--- src/rtl/queue_to_axis_tx.sv ---
`timescale 1ns/1ps
`default_nettype none
// ============================================================================
// Module      : queue_to_axis_tx
// Description : Drains a registered-output queue (1-cycle read latency) into
//               an AXI4-Stream master through a 2-entry skid FIFO. Tracks
//               packet boundaries, optionally limits tuser to the first beat
//               of each packet, and counts completed packets.
// Ports       : clk, resetn (sync, active-low)
//               q_tdata/q_tkeep/q_tuser/q_tlast  queue head payload
//               q_can_read (in), q_read (out, combinational pop request)
//               m_axis_tdata/tkeep/tuser/tlast/tvalid (out), m_axis_tready (in)
//               pkt_count (out, 32b), in_packet (out)
// Revision    : 1.0 - initial release
// ============================================================================
module queue_to_axis_tx #(
  parameter int TDATA_WIDTH      = 256,
  parameter int TUSER_WIDTH      = 128,
  parameter int TUSER_FIRST_ONLY = 1
) (
  input  logic                     clk,
  input  logic                     resetn,
  input  logic [TDATA_WIDTH-1:0]   q_tdata,
  input  logic [TDATA_WIDTH/8-1:0] q_tkeep,
  input  logic [TUSER_WIDTH-1:0]   q_tuser,
  input  logic                     q_tlast,
  input  logic                     q_can_read,
  output logic                     q_read,
  output logic [TDATA_WIDTH-1:0]   m_axis_tdata,
  output logic [TDATA_WIDTH/8-1:0] m_axis_tkeep,
  output logic [TUSER_WIDTH-1:0]   m_axis_tuser,
  output logic                     m_axis_tlast,
  output logic                     m_axis_tvalid,
  input  logic                     m_axis_tready,
  output logic [31:0]              pkt_count,
  output logic                     in_packet
);

  localparam int c_keep_w = TDATA_WIDTH / 8;

  typedef enum logic [0:0] {
    IDLE   = 1'b0,
    IN_PKT = 1'b1
  } state_t;

  state_t r_state;
  state_t w_state_nxt;

  logic                   r_inflight;
  logic [1:0]             r_count;
  logic                   r_wr_ptr;
  logic                   r_rd_ptr;
  logic [31:0]            r_pkt_count;

  logic [TDATA_WIDTH-1:0] r_data [2];
  logic [c_keep_w-1:0]    r_keep [2];
  logic [TUSER_WIDTH-1:0] r_user [2];
  logic                   r_last [2];

  logic                   w_pop;
  logic [2:0]             w_reserved;
  logic [2:0]             w_reserved_after_pop;
  logic                   w_head_last;

  // ---------------------------------------------------------------------------
  // Read request: a read is only issued when a slot is guaranteed for it,
  // counting both stored beats and the one already in flight. A pop in the
  // same cycle frees a slot, which is what sustains one beat per cycle.
  // ---------------------------------------------------------------------------
  assign m_axis_tvalid        = (r_count != 2'd0);
  assign w_pop                = m_axis_tvalid & m_axis_tready;
  assign w_reserved           = {1'b0, r_count} + {2'b00, r_inflight};
  assign w_reserved_after_pop = w_reserved - {2'b00, w_pop};
  assign q_read               = resetn & q_can_read & (w_reserved_after_pop < 3'd2);

  // ---------------------------------------------------------------------------
  // Occupancy, pointers and the in-flight marker. The beat requested last
  // cycle is valid on q_* now and is captured at this edge.
  // ---------------------------------------------------------------------------
  always_ff @(posedge clk) begin
    if (!resetn) begin
      r_inflight <= 1'b0;
      r_count    <= 2'd0;
      r_wr_ptr   <= 1'b0;
      r_rd_ptr   <= 1'b0;
    end else begin
      r_inflight <= q_read;
      if (r_inflight) begin
        r_wr_ptr <= ~r_wr_ptr;
      end
      if (w_pop) begin
        r_rd_ptr <= ~r_rd_ptr;
      end
      r_count <= r_count + {1'b0, r_inflight} - {1'b0, w_pop};
    end
  end

  // Storage needs no reset: outputs are masked while the FIFO is empty.
  always_ff @(posedge clk) begin
    if (r_inflight) begin
      r_data[r_wr_ptr] <= q_tdata;
      r_keep[r_wr_ptr] <= q_tkeep;
      r_user[r_wr_ptr] <= q_tuser;
      r_last[r_wr_ptr] <= q_tlast;
    end
  end

  assign w_head_last  = r_last[r_rd_ptr];
  assign m_axis_tdata = m_axis_tvalid ? r_data[r_rd_ptr] : '0;
  assign m_axis_tkeep = m_axis_tvalid ? r_keep[r_rd_ptr] : '0;
  assign m_axis_tlast = m_axis_tvalid & w_head_last;

  generate
    if (TUSER_FIRST_ONLY != 0) begin : g_tuser_first
      // IDLE means the head beat opens a packet.
      assign m_axis_tuser = (m_axis_tvalid && (r_state == IDLE)) ? r_user[r_rd_ptr] : '0;
    end else begin : g_tuser_all
      assign m_axis_tuser = m_axis_tvalid ? r_user[r_rd_ptr] : '0;
    end
  endgenerate

  // ---------------------------------------------------------------------------
  // Packet tracking, advanced only by beats accepted on the master port.
  // ---------------------------------------------------------------------------
  always_ff @(posedge clk) begin
    if (!resetn) begin
      r_state <= IDLE;
    end else begin
      r_state <= w_state_nxt;
    end
  end

  always_comb begin
    w_state_nxt = r_state;
    if (w_pop) begin
      case (r_state)
        IDLE:    if (!w_head_last) w_state_nxt = IN_PKT;
        IN_PKT:  if (w_head_last)  w_state_nxt = IDLE;
        default: w_state_nxt = IDLE;
      endcase
    end
  end

  assign in_packet = (r_state == IN_PKT);

  always_ff @(posedge clk) begin
    if (!resetn) begin
      r_pkt_count <= 32'd0;
    end else if (w_pop && w_head_last) begin
      r_pkt_count <= r_pkt_count + 32'd1;
    end
  end

  assign pkt_count = r_pkt_count;

endmodule
`default_nettype wire

--- config.mk ---
export PLATFORM = sky130hd
export DESIGN_NAME = queue_to_axis_tx
export DESIGN_NICKNAME = d
export VERILOG_FILES = /design/src/rtl/queue_to_axis_tx.sv
export SDC_FILE = /design/constraint.sdc
export NUM_CORES = 1
export LEC_CHECK = 0
export BUFFER_PORTS_ARGS = -buffer_cell sky130_fd_sc_hd__buf_4
export CORE_AREA = 2 2 339 341
export DETAILED_ROUTE_END_ITERATION = 8
export DIE_AREA = 0 0 341 343
export GPL_TIMING_DRIVEN = 0
export SYNTH_ARGS = -nofsm -noshare
export SYNTH_HDL_FRONTEND = slang
export SYNTH_SLANG_ARGS = --single-unit
--- constraint.sdc ---
create_clock -name clk -period 24.5 [get_ports clk]
set_input_delay 2.45 -clock clk [delete_from_list [all_inputs] [get_ports clk]]
set_output_delay 2.45 -clock clk [all_outputs]
set_load 0.1 [all_outputs]
==> impl_metrics.json <==
{
  "hpwl_um": 75950,
  "slew_violations": 0,
  "drt_iter0_drc": 1195,
  "final_antenna_net_count": 0,
  "viasPerCell": 4.417,
  "r2r_slack_ps": 21670,
  "clock_sinks": 873,
  "area_growth_pct": 36.35,
  "yosysTopAreaCellShare_pct": 75.75,
  "yosysSeqAreaShare_pct": 78.11,
  "grt-ovfl-total": 0,
  "utilization_pct": 39.75,
  "synth_ff_type": "edfxtp_1",
  "hold_viol_final": 0,
  "cts_tree": "yes",
  "cts_resized": 0,
  "io_buffers": 872,
  "cts_max_path_buffers": 3,
  "antenna_found_initial": 25,
  "syn_avg_cell_area_um2": 16.67,
  "globalplace.congestion": 0.8611,
  "hp-class": "reg2reg",
  "worstReg2RegEnd": "r_data[1][223]$_DFFE_PP_",
  "grt_pass1_vias": 20000,
  "synth_top_cells_by_count": "edfxtp_1, nor2_1, mux2i_1, clkbuf_1, buf_1",
  "setup_viol": 0,
  "worst-setup-path-type": "reg2out",
  "min_period_over_period_pct": 29.15,
  "endpoint_kind": "output port",
  "clk_latency_ps": 660,
  "synth_edf_count": 834,
  "worstReg2RegStart": "r_inflight$_SDFF_PN0_",
  "synth_cell_types": 37,
  "yosys.area.top_type": "edfxtp_1",
  "dr.pass1.iters": 5,
  "htree_levels": 3,
  "cap_violations": 0,
  "ctsHoldBuffers": 0,
  "placed_cell_area_um2": 42060,
  "synthCells": 1983,
  "grt_pass1_wl_um": 138900,
  "cp-endpoint": "m_axis_tkeep[3]",
  "wl_um": 100600,
  "ys_async_sr_fraction_pct": 0,
  "fmax_mhz": 140.0,
  "outcome": "finished clean",
  "ys_ff_latch": 873,
  "synthTopCellsByArea": "edfxtp_1, mux2i_1, nor2_1, dfxtp_1, clkbuf_1",
  "yosys_warnings": 0,
  "relSlewSlack_pct": 16.16,
  "grt_max_degree": 63,
  "post_cts_buffers": 0,
  "die_h_um": 343,
  "grt_use_total_pct": 16.40,
  "route.vias.total": 20210,
  "fin_area_um2": 45080,
  "rsz0062_at_grt": "false",
  "root_buffer": "clkbuf_16",
  "layout-drive-gt1-share_pct": 34.35,
  "route.detailed.drc": 0,
  "synth.most_common_cell": "edfxtp_1",
  "ioPinCount": 873,
  "pwr_density_cell_nw_per_um2": 148.5,
  "core_area_um2": 113400,
  "finalCriticalPeriod_ps": 7142,
  "synth_area_um2": 33060,
  "layout.nets": 3401,
  "reg2reg_depth": 5,
  "dieArea_um2": 117000,
  "rows": 124,
  "crit_required_ps": 22050,
  "tightest_slew_ps": 1258,
  "avgRoutedWirePerCell_um": 22.00,
  "cts.clk_slew.worst_paths_ps": 60,
  "initial_utilization_pct": 29.15,
  "finClkSkew_ps": 39.41,
  "synth_nets": 2408,
  "path_max_fanout": 10,
  "peakVddDrop_v": 0.0001543,
  "start_kind": "register",
  "critical_path_arrival_ps": 4690,
  "cts_made_buffers": 95,
  "die_x_um": 341,
  "power.leakage_nw": 16.19
}
final cells by class:
cell class                 instances  area (µm²)
clock buffer                     117        2470
multi-input combinational        991        6758
clock inverter                    55       519.2
fill                           10570       68330
antenna                           12       30.03
inverter                          12       45.04
tap                             1512        1892
buffer                           107       445.4
sequential                       873       25820
timing repair buffer             896        7097
sequential cells by signal (all words and copies together), names as in the netlist, named ones only:
signal,flops
r_data,512
r_user,256
r_keep,64
pkt_count,32
r_count,2
r_last,2
in_packet,1
r_inflight,1
r_rd_ptr,1
r_wr_ptr,1
worst min-delay path by stage:
stage	startpoint	end	slack, ps	depth (start not counted)
2_1_floorplan	r_rd_ptr$_SDFFE_PN0P_	register	480	2
3_3_place_gp	pkt_count[31]$_SDFFE_PN0P_	pkt_count[31]$_SDFFE_PN0P_	450	2
3_5_place_dp	pkt_count[31]$_SDFFE_PN0P_	pkt_count[31]$_SDFFE_PN0P_	480	2
4_1_cts	pkt_count[31]$_SDFFE_PN0P_	pkt_count[31]$_SDFFE_PN0P_	480	2
5_1_grt	pkt_count[31]$_SDFFE_PN0P_	pkt_count[31]$_SDFFE_PN0P_	500	2
6_report	pkt_count[31]$_SDFFE_PN0P_	pkt_count[31]$_SDFFE_PN0P_	480	2
power breakdown:
group / switching [mW] / internal, mW / total, mW
combinational: 2.68 / 0.659 / 3.34
sequential: 0.0582 / 1.94 / 1.99
clock: 0.588 / 0.776 / 1.36
placed cells by master (no fill, tap or decap), drive strengths merged, types with 12 or more instances in the layout:
cell type and n:
a21oi 24, buf 948, clkbuf 171, clkinv 38, dfxtp 39, diode 12, edfxtp 834, inv 20
mux2i 419, nand2 13, nor2 429, o31ai 19, or4 21
per-stage QoR:
step           hold slack (ps)  setup TNS (ps)  worst slack (ps)  total power, mW  instances
2_1_floorplan            481.3               0              4563            4.635       1983
3_3_place_gp             453.6        -3271650             -7956            5.569       4367
3_5_place_dp             476.1               0             17380            5.397       4391
4_1_cts                  478.5               0             16890            6.774       4563
5_1_grt                  500.4               0             16800            6.935       4574
6_report                 476.2               0             17360            6.696       4575
critical path, cell delays in order, from the launching register on:
cell and delay, ps:
dfxtp_1 310, clkbuf_1 310, clkbuf_1 540, clkbuf_1 470, buf_8 240, buf_1 830, mux2i_1 180, nor2_1 690
buf_4 430
routing by layer:
| layer | track usage (%) | vias to the layer above | wire (µm) |
|---|---|---|---|
| met3 | 5.618 | 150 | 8418 |
| met5 | 0 | - | 113 |
| met1 | 19.18 | 9911 | 38600 |
| li1 | - | 9409 | - |
| met4 | 5.552 | 16 | 2623 |
| met2 | 28.12 | 724 | 50880 |
cell families after synthesis:
kind of cell,after synthesis,share of synthesized area (%)
compound gates,50,0.9272
xor+xnor,9,0.2384
fa+ha+maj,4,0.1741
buf+inv,119,1.480
flops,873,78.11
mux,420,12.72
simple gates,508,6.350
Note: power is estimated with default switching activity, not from simulation.
